**src/rtl/hamming_enc_sched.sv**
```systemverilog
// ----------------------------------------------------------------------------
// hamming_enc_sched
//
// Shares one (11,7) Hamming encoder among NREQ requesters. An arbiter grants
// one requester while idle. The granted requester's 7-bit word is latched, and
// the codeword is computed into a register one cycle later. The result is then
// presented with a valid/ready handshake until the consumer takes it.
//
// Configuration macro:
//   HAMMING_SCHED_RR_EN  defined   -> round-robin arbitration. The search starts
//                                     one above the last grant and starts at 0
//                                     after reset.
//                        undefined -> fixed priority. The lowest index wins and
//                                     there is no pointer state.
//
// Ports:
//   clk        in   1        rising-edge clock
//   rst_n      in   1        synchronous active-low reset
//   req_valid  in   NREQ     per-requester request strobe
//   req_data   in   7*NREQ   requester i data x[7:1] at [7*i+6:7*i]
//   req_ready  out  NREQ     one-hot grant, asserted only in IDLE
//   out_valid  out  1        codeword available
//   out_code   out  11       codeword z[11:1]
//   out_id     out  IDW      requester that owns out_code
//   out_ready  in   1        consumer accept
// ----------------------------------------------------------------------------
module hamming_enc_sched #(
    parameter int NREQ = 4,
    parameter int IDW  = 2
) (
    input  logic                 clk,
    input  logic                 rst_n,
    input  logic [NREQ-1:0]      req_valid,
    input  logic [7*NREQ-1:0]    req_data,
    output logic [NREQ-1:0]      req_ready,
    output logic                 out_valid,
    output logic [10:0]          out_code,
    output logic [IDW-1:0]       out_id,
    input  logic                 out_ready
);

    typedef enum logic [1:0] {IDLE, ENC, OUT} state_t;

    state_t            state_reg, state_next;
    logic [6:0]        x_reg;
    logic [IDW-1:0]    id_reg;
    logic [10:0]       code_reg;

    logic [6:0]        data_arr [NREQ];
    logic              any_valid;
    logic [IDW-1:0]    grant_idx;
    logic [NREQ-1:0]   grant_onehot;

    assign any_valid = |req_valid;

    generate
        for (genvar gi = 0; gi < NREQ; gi++) begin : g_req
            assign data_arr[gi]     = req_data[7*gi +: 7];
            assign grant_onehot[gi] = (grant_idx == IDW'(gi));
        end
    endgenerate

    // Check bit h is the XOR of the codeword positions of every set data bit.
    function automatic logic [10:0] encode(input logic [6:0] x);
        logic [3:0] h;
        h = 4'b0000;
        if (x[6]) h = h ^ 4'b1011;
        if (x[5]) h = h ^ 4'b1010;
        if (x[4]) h = h ^ 4'b1001;
        if (x[3]) h = h ^ 4'b0111;
        if (x[2]) h = h ^ 4'b0110;
        if (x[1]) h = h ^ 4'b0101;
        if (x[0]) h = h ^ 4'b0011;
        return {x[6], x[5], x[4], h[3], x[3], x[2], x[1], h[2], x[0], h[1], h[0]};
    endfunction

`ifdef HAMMING_SCHED_RR_EN
    logic [IDW-1:0] ptr_reg;

    // Scan upward from the pointer, wrapping modulo NREQ. The first requesting
    // index wins.
    always_comb begin : rr_search
        int   idx;
        logic found;
        grant_idx = '0;
        found     = 1'b0;
        idx       = 0;
        for (int k = 0; k < NREQ; k++) begin
            idx = int'(ptr_reg) + k;
            if (idx >= NREQ) idx = idx - NREQ;
            if (!found && req_valid[idx]) begin
                found     = 1'b1;
                grant_idx = IDW'(idx);
            end
        end
    end

    always_ff @(posedge clk) begin
        if (!rst_n) begin
            ptr_reg <= '0;
        end else if (state_reg == IDLE && any_valid) begin
            ptr_reg <= (int'(grant_idx) == NREQ - 1) ? '0 : grant_idx + IDW'(1);
        end
    end
`else
    // Fixed priority: the descending scan leaves the lowest requesting index.
    always_comb begin
        grant_idx = '0;
        for (int k = NREQ - 1; k >= 0; k--) begin
            if (req_valid[k]) grant_idx = IDW'(k);
        end
    end
`endif

    always_comb begin
        state_next = state_reg;
        req_ready  = '0;
        out_valid  = 1'b0;
        case (state_reg)
            IDLE: begin
                if (any_valid) begin
                    req_ready  = grant_onehot;
                    state_next = ENC;
                end
            end
            ENC: state_next = OUT;
            OUT: begin
                out_valid = 1'b1;
                if (out_ready) state_next = IDLE;
            end
            default: state_next = IDLE;
        endcase
    end

    always_ff @(posedge clk) begin
        if (!rst_n) begin
            state_reg <= IDLE;
            x_reg     <= '0;
            id_reg    <= '0;
            code_reg  <= '0;
        end else begin
            state_reg <= state_next;
            if (state_reg == IDLE && any_valid) begin
                x_reg  <= data_arr[grant_idx];
                id_reg <= grant_idx;
            end
            if (state_reg == ENC) begin
                code_reg <= encode(x_reg);
            end
        end
    end

    assign out_code = code_reg;
    assign out_id   = id_reg;

endmodule
```
**config.mk**
```make
export PLATFORM = sky130hd
export DESIGN_NAME = hamming_enc_sched
export DESIGN_NICKNAME = d
export VERILOG_FILES = /design/src/rtl/hamming_enc_sched.sv
export SDC_FILE = /design/constraint.sdc
export NUM_CORES = 1
export LEC_CHECK = 0
export BUFFER_PORTS_ARGS = -buffer_cell sky130_fd_sc_hd__buf_4
export CAP_MARGIN = 20
export CELL_PAD_IN_SITES_DETAIL_PLACEMENT = 1
export CELL_PAD_IN_SITES_GLOBAL_PLACEMENT = 1
export CORE_ASPECT_RATIO = 1.25
export CORE_UTILIZATION = 29
export DETAILED_ROUTE_END_ITERATION = 10
export PLACE_DENSITY_LB_ADDON = 0.2
export REMOVE_ABC_BUFFERS = 1
export SLEW_MARGIN = 5
export SYNTH_ARGS = -nofsm -noshare
export SYNTH_HDL_FRONTEND = slang
export SYNTH_SLANG_ARGS = --single-unit
```
**constraint.sdc**
```tcl
create_clock -name clk -period 1.2 [get_ports clk]
set_input_delay 0.06 -clock clk [delete_from_list [all_inputs] [get_ports clk]]
set_output_delay 0.06 -clock clk [all_outputs]
set_load 0.005 [all_outputs]
```
[Word-level counts from Yosys, hierarchy flattened]
Cells that the tools add are included.
Storage, ports and cells
  bits in registers: 22
  input bits: 35
  output and inout port bits: 18
Operators by class
  order comparisons: 1
  equal/unequal tests: 7
  multiplexer cells: 32
  bitwise logic cells: 7
  reductions and logical operators: 5
Operators by type and width (count)
  $mux W4: 17
  $bmux W7 S2: 1
  $mux W2: 7
  $mux W7: 2
  $not A2 Y2: 5
  $mux W3: 3
  $eq A2 B2 Y1 const B: 3
  $pmux W2 S3: 1
  $eq A2 B1 Y1 const B: 2
  $logic_not A2 Y1: 2
  $ne A2 B2 Y1 const B: 2
  $reduce_or A4 Y1: 1
  $ge A3 B3 Y1 const B: 1
  $not A2 Y3: 1
  $not A3 Y3: 1
  $reduce_and A2 Y1: 1
  $logic_and A1 B1 Y1: 1
  $mux W1: 1

[Longest topological paths before layout]
Gate-level depths: netlist of the first run.
  word-level depth: 25
  depth in mapped cells: 5

[Worst setup path before layout of the first run]
OpenSTA, ideal clock, no wires.
  path kind: reg2reg
  start point: reg x_reg[3]
  end point: reg code_reg[0], in the netlist out_code[0]
  setup time: 0.070 ns
  data arrival time: 1.127 ns
  data required time: 1.130 ns
  setup slack: 0.003 ns
  stages on the path, launching flop included: 5
  path buffers: 0
  clock period less this slack: 1.197 ns
  cell sequence: dfxtp_1 > xnor3_2 > xnor2_1 > nand2_1 > a21oi_1
On the way
  word-level cells in the longest chain between the ends: 12
RTL lines
  start, declared: line 45  | logic [6:0] x_reg;
  start signal, assigned: line 144  | x_reg <= data_arr[grant_idx];
  $mux W3 *: line 70  | if (x[3]) h = h ^ 4'b0111;
  $mux W4 *: line 147  | if (state_reg == ENC) begin
  $mux W4 *: line 136  | if (!rst_n) begin
  $mux W3 *: line 71  | if (x[2]) h = h ^ 4'b0110;
  $mux W4 *: line 147
  $mux W4 *: line 136
  $not A2 Y2 (no line)
  $mux W3 *: line 72  | if (x[1]) h = h ^ 4'b0101;
  $mux W4 *: line 147
  $mux W4 *: line 136
  $not A2 Y2 (no line)
  $mux W2 *: line 73  | if (x[0]) h = h ^ 4'b0011;
  end signal, assigned: line 148  | code_reg <= encode(x_reg);
  end, declared: line 47  | logic [10:0] code_reg;
Mark *: on every way between the ends. The rest lies on a longest branch, timed or not. The select of a mux whose other input is x is not followed.
A chain may end at the register's enable or synchronous reset.

[Worst setup path in the final report of the first run]
  start point: reg state_reg[1]
  end point: reg x_reg[1]
On the way
  word-level cells in the longest chain between the ends: 2
RTL lines
  start, declared: line 44  | state_t state_reg, state_next;
  start signal, assigned: line 142  | state_reg <= state_next;
  $logic_not A2 Y1: line 143  | if (state_reg == IDLE && any_valid) begin
  $logic_and A1 B1 Y1: line 143
No other way between the ends.

==> flow_summary.json, run 1 <==
{
  "setup_viol": 1,
  "routed_wl_mm": 3.197,
  "fin_util": 0.4774,
  "grt_max_degree": 22,
  "hold_end": "state_reg[1]",
  "hp-start": "out_ready",
  "cts_buffers": 3,
  "grt_pass1_vias": 1255,
  "clkLatencyLatePin_ns": 0.25,
  "period_minus_slack_ns": 1.201,
  "drv_cap": 0,
  "nets": 232,
  "wl_met2_mm": 1.753,
  "postSynthCellCount": 132,
  "drt_iter0_drc": 13,
  "synth_area_leader_cell": "dfxtp_1",
  "ys_ff_latch": 22,
  "area_growth_pct": 53.29,
  "seq_area_frac_synth": 0.3924,
  "remaining_drc_errors": 2,
  "synth.top_cell.area_share": 0.3924,
  "critPathArrivalTime_ns": 1.35,
  "finalHoldViolCount": 0,
  "finalMaxSlewViolations": 0,
  "path_class": "reg2reg",
  "core_mm2": 0.003603,
  "end_kind": "flop",
  "post-route-period-util": 1.001,
  "r2r-start": "state_reg[1]",
  "clock-root-buffer": "clkbuf_8",
  "clk_transition_reported_paths_ns": 0.08,
  "ys_warn_count": 0,
  "cts.sinks": 22,
  "port_buffers": 52,
  "die_h_um": 71.56,
  "track_usage": 0.1645,
  "rows": 24,
  "synth_area_per_cell_um2": 8.502,
  "first_pass_iters": 6,
  "vias": 1163,
  "die_w_um": 57.64,
  "io_pins": 53,
  "dieArea_mm2": 0.004124,
  "wl_met3_um": 140,
  "combPwrFrac": 0.357,
  "antenna_cells": 0,
  "relSlewSlack": 0.7567,
  "reg2reg_depth": 6,
  "ir_worst_vdd_uv": 387.9,
  "grt_pass1_wl_mm": 5.347,
  "rsz0062_at_grt": "true",
  "intPower_mw": 1.459,
  "swShare": 0.2872,
  "wl_per_cell_um": 13.66,
  "crit_fanout": 6,
  "htreeDepth": 1,
  "status": "finished with violations",
  "grt_remaining_overflow": 0,
  "place_hpwl_mm": 2.583,
  "max_freq_mhz": 832.6,
  "largest_reg_flops": 11,
  "clock_skew_ns": 0.001771,
  "cts_buffer_depth": 2,
  "drive_gt1_frac": 0.4103,
  "rr_endpoint": "x_reg[1]",
  "clkPwrFrac": 0.217,
  "required_ns": 1.35,
  "cts_tree": "built",
  "ant_nets": 0,
  "whs_path_depth": 3,
  "synth.area.top_cells": "dfxtp_1, nand2_1, o22ai_1",
  "syn_area_mm2": 0.001122,
  "initial_core_util": 0.3115,
  "seqPwrFrac": 0.426,
  "power.leakage_nw": 0.7678,
  "hp-class": "in2reg",
  "antenna_found_initial": 0,
  "total_power_mw": 2.047,
  "switchingPower_mw": 0.5879,
  "met1_length_mm": 1.259,
  "start_kind": "flop",
  "layout_setup_ws_ns": -0.001119,
  "finalSetupTns_ns": -0.001119,
  "violations": "DRC, setup timing",
  "nFillCells": 443,
  "synth_cell_types": 25,
  "worst_pin_slew_ns": 0.3649,
  "avgViaCountPerCell": 4.970,
  "place.gp.congestion": 0.7165,
  "rrSetupSlack_ns": -0.001,
  "power_density_mw_per_mm2": 1190,
  "top_layer": "met4"
}
==> critical path, cell delays in order, from the launching register on <==
cell and delay (ns):
dfxtp_2 0.35, nor2_4 0.13, a21boi_4 0.20, buf_6 0.13, buf_4 0.13, buf_4 0.10
o22ai_1 0.05
==> timing repair <==
item                       in CTS  in global routing
setup buffers                   0                  3
hold buffers                    0                  0
gates cloned                    0                  0
resized for setup               3                  9
pin swaps                       6                  6
setup endpoints to repair       3                 17
==> cell usage in the layout, fill, tap and decap left out, types with 2 or more instances in the layout <==
cell       netlist  layout
a21boi_0         7       6
a21oi_1          6       5
and2_1           2       2
buf_4            2      64
clkbuf_8         0       3
dfxtp_1         22      18
dfxtp_2          0       4
inv_1            5       5
mux2i_1          3       3
nand2_1         28      28
nand2b_1         4       4
nor2_1           5       5
nor2b_1          3       3
nor3_1           2       2
o211ai_1         5       5
o22ai_1         12      12
o2bb2ai_1        7       7
xnor2_1          6       4
xnor2_2          0       2
xor2_1           2       2
==> Yosys cell counts, drive strengths merged <==
cell type  count
dfxtp         22
o2bb2ai        7
clkbuf         2
nand2b         4
nor2           6
xnor2          6
a21boi         8
o22ai         12
o211ai         5
mux2i          3
a211oi         2
buf            4
nand2         28
a21oi          6
nor3           2
o21a           1
a21o           1
xnor3          1
and2           2
nor2b          3
xor2           2
inv            5
==> logic make-up after synthesis <==
logic type,after synthesis,share of synthesized area
multiplexers,3,0.02676
AND/OR/NAND/NOR,45,0.1795
flip-flops,22,0.3924
buffers and inverters,11,0.04571
AO/OA/AOI/OAI,42,0.2720
XOR/XNOR,9,0.08361
==> per-layer routing <==
layer	up-vias	GRT usage
met1	535	0.1734
met5	-	0
li1	588	-
met4	0	0.06775
met3	4	0.02347
met2	36	0.3178
==> power by group through the flow <==
| stage | Clock [mW] | Sequential (mW) | Combinational, mW |
|---|---|---|---|
| 2_1_floorplan | 0 | 0.886 | 0.330 |
| 3_3_place_gp | 0 | 0.878 | 0.635 |
| 3_5_place_dp | 0 | 0.884 | 0.656 |
| 4_1_cts | 0.470 | 0.869 | 0.677 |
| 5_1_grt | 0.508 | 0.884 | 0.790 |
| 6_report | 0.445 | 0.871 | 0.731 |
==> metrics by stage <==
step	instances	hold WS, ns	cell area (um^2)	setup slack, ns
final	234	0.06011	1720	-0.001119
after global routing	234	0.06215	1720	-0.05466
after CTS	231	0.05649	1675	-0.004567
after detailed placement	228	0.3353	1624	-0.02707
after global placement	228	0.3363	1624	0.04951
after floorplan	126	0.1775	1090	-0.02116
==> layout make-up <==
class,instances,area [um^2],share of cell area
tap,39,48.80,0.02836
clock buffer,3,41.29,0.02400
multi-input combinational,99,654.4,0.3804
sequential,22,445.4,0.2589
inverter,5,18.77,0.01091
timing repair buffer,66,511.7,0.2975
==> worst max path at each step <==
stage | from | to | slack (ns) | cells after the start
floorplan | x_reg[3] | out_code[0] | -0.02 | 4
CTS | x_reg[0] | out_code[1] | -0.005 | 4
detailed placement | x_reg[3] | out_code[1] | -0.03 | 4
global placement | state_reg[1] | x_reg[6] | 0.05 | 5
global route | state_reg[1] | x_reg[1] | -0.05 | 6
finish | state_reg[1] | x_reg[1] | -0.001 | 6
Note: power is estimated with default switching activity, not from simulation.
==> run 2, diff against run 1 <==
--- a/config.mk
+++ b/config.mk
@@ -10,7 +10,7 @@
 export CELL_PAD_IN_SITES_DETAIL_PLACEMENT = 1
 export CELL_PAD_IN_SITES_GLOBAL_PLACEMENT = 1
 export CORE_ASPECT_RATIO = 1.25
-export CORE_UTILIZATION = 29
+export CORE_UTILIZATION = 34
 export DETAILED_ROUTE_END_ITERATION = 10
 export PLACE_DENSITY_LB_ADDON = 0.2
 export REMOVE_ABC_BUFFERS = 1
==> constraint.sdc (replaced) <==
create_clock -name clk -period 1.5 [get_ports clk]
set_input_delay 0.075 -clock clk [delete_from_list [all_inputs] [get_ports clk]]
set_output_delay 0.075 -clock clk [all_outputs]
set_load 0.005 [all_outputs]
==> run 2 against run 1 <==
Compared with the run above: the flow now finishes without violations; first-iteration DRC count decreased by 23%; routed wire length is 5.5% lower; sequential power is 20% lower; final cell count is 5.1% lower; cell area shrank 7.5%; die area shrank 14%; non-clock buffer count down 10; flip-flop and latch count unchanged; register-to-register slack improved by 0.13 ns; critical path type unchanged.
==> flow_summary.json, run 2 (synthesis gave the netlist of run 1 again) <==
{
  "io_pins": 53,
  "nets": 222,
  "dieArea_mm2": 0.003536,
  "ant_nets": 0,
  "stdcell_count": 222,
  "first_pass_iters": 3,
  "power_density_mw_per_mm2": 943.3,
  "layout_setup_ws_ns": 0.1260,
  "drive_gt1_frac": 0.3387,
  "whs_ns": 0.04320,
  "drv_cap": 0,
  "htreeDepth": 1,
  "post_cts_buffers": 0,
  "cpLargestDelayFamily": "compound AO/OA/AOI/OAI gates",
  "cts_tree": "built",
  "hp-class": "in2reg",
  "dp_slack_ns": 0.1391,
  "path_class": "reg2reg",
  "power.leakage_nw": 0.6973,
  "finalHoldViolCount": 0,
  "post-route-period-util": 0.9160,
  "antenna_cells": 0,
  "end_kind": "flop",
  "final_common_cell": "buf_4",
  "status": "finished, final reports clean",
  "routed_wl_mm": 3.021,
  "area_growth_pct": 41.81,
  "path_cells": "nor2_4 -> a21boi_4 -> o2bb2ai_1 -> a211oi_1",
  "die_h_um": 66.24,
  "cts_buffer_depth": 2,
  "ir_worst_vdd_uv": 517.9,
  "grt_remaining_overflow": 0,
  "final_cell_mix": "buf_4, nand2_1, dfxtp_1",
  "max_freq_mhz": 727.8,
  "clock_skew_ns": 0.002738,
  "largest_reg_flops": 11,
  "remaining_drc_errors": 0,
  "avgViaCountPerCell": 5.149,
  "cp.buffers_inverters": 0,
  "critPathArrivalTime_ns": 1.60,
  "relSlewSlack": 0.6899,
  "fin_area_mm2": 0.001592,
  "clock-root-buffer": "clkbuf_4",
  "ctsResizeCount": 0,
  "finalSetupTns_ns": 0,
  "worst_pin_slew_ns": 0.4652,
  "finalMaxSlewViolations": 0,
  "antenna_found_initial": 0,
  "required_ns": 1.73,
  "max_stage_delay_ns": 0.39,
  "grt_pass1_vias": 1155,
  "fin_util": 0.5256,
  "slowest_stage": "dfxtp_1",
  "initial_core_util": 0.3707,
  "track_usage": 0.1937,
  "place.gp.congestion": 0.7748,
  "drt_iter0_drc": 10,
  "cts.sinks": 22,
  "core_mm2": 0.003028,
  "dpl_cell_area_mm2": 0.001555,
  "total_power_mw": 1.501,
  "place_hpwl_mm": 2.488,
  "wl_per_cell_um": 13.61,
  "rows": 22,
  "period_minus_slack_ns": 1.374,
  "rsz0062_at_grt": "false",
  "grt_pass1_wl_mm": 5.037,
  "die_w_um": 53.39,
  "clkLatencyLatePin_ns": 0.30,
  "clk_transition_reported_paths_ns": 0.13,
  "setup_viol": 0,
  "start_kind": "flop",
  "crit_fanout": 15,
  "cts_hold_buf": 0,
  "cts_buffers": 3,
  "vias": 1143,
  "grt_max_degree": 22,
  "dp_cells": 218,
  "port_buffers": 52
}
[run 2: final cells by class]
| class | count | area (um^2) |
|---|---|---|
| Clock buffer | 4 | 36.28 |
| Fill cell | 389 | 1436 |
| Inverter | 5 | 18.77 |
| Multi-Input combinational cell | 99 | 630.6 |
| Sequential cell | 22 | 440.4 |
| Tap cell | 36 | 45.04 |
| Timing Repair Buffer | 56 | 420.4 |
[run 2: path summary, 6_finish.rpt]
| check | start | to | slack (ns) | depth (start not counted) |
|---|---|---|---|---|
| worst min register to register | out_code[0] | out_code[0] | 0.47 | 2 |
| worst min-delay path | out_ready | state_reg[1] | 0.04 | 3 |
| worst max-delay path | state_reg[0] | x_reg[6] | 0.13 | 4 |
| worst max register to register | state_reg[0] | x_reg[6] | 0.13 | 4 |
[run 2: routing by layer]
layer / wire length (um) / global-route usage / part of all wire
met3: 172 / 0.04138 / 0.057
met5: 0 / 0 / 0
met4: 29 / 0.06908 / 0.0096
met1: 1142 / 0.1972 / 0.38
met2: 1676 / 0.3688 / 0.55
[run 2: report_power, final]
part           internal (mW)  total, mW  switching [mW]  leakage (nW)
Clock                  0.148      0.331           0.183        0.0210
Sequential             0.645      0.699          0.0538         0.181
Combinational          0.266      0.471           0.205         0.496
Total                   1.06       1.50           0.442         0.697
[run 2: tightest hold or removal path, stage by stage]
cell      delay (ns)
buf_4           0.07
nand2b_1        0.09
a21oi_1         0.07
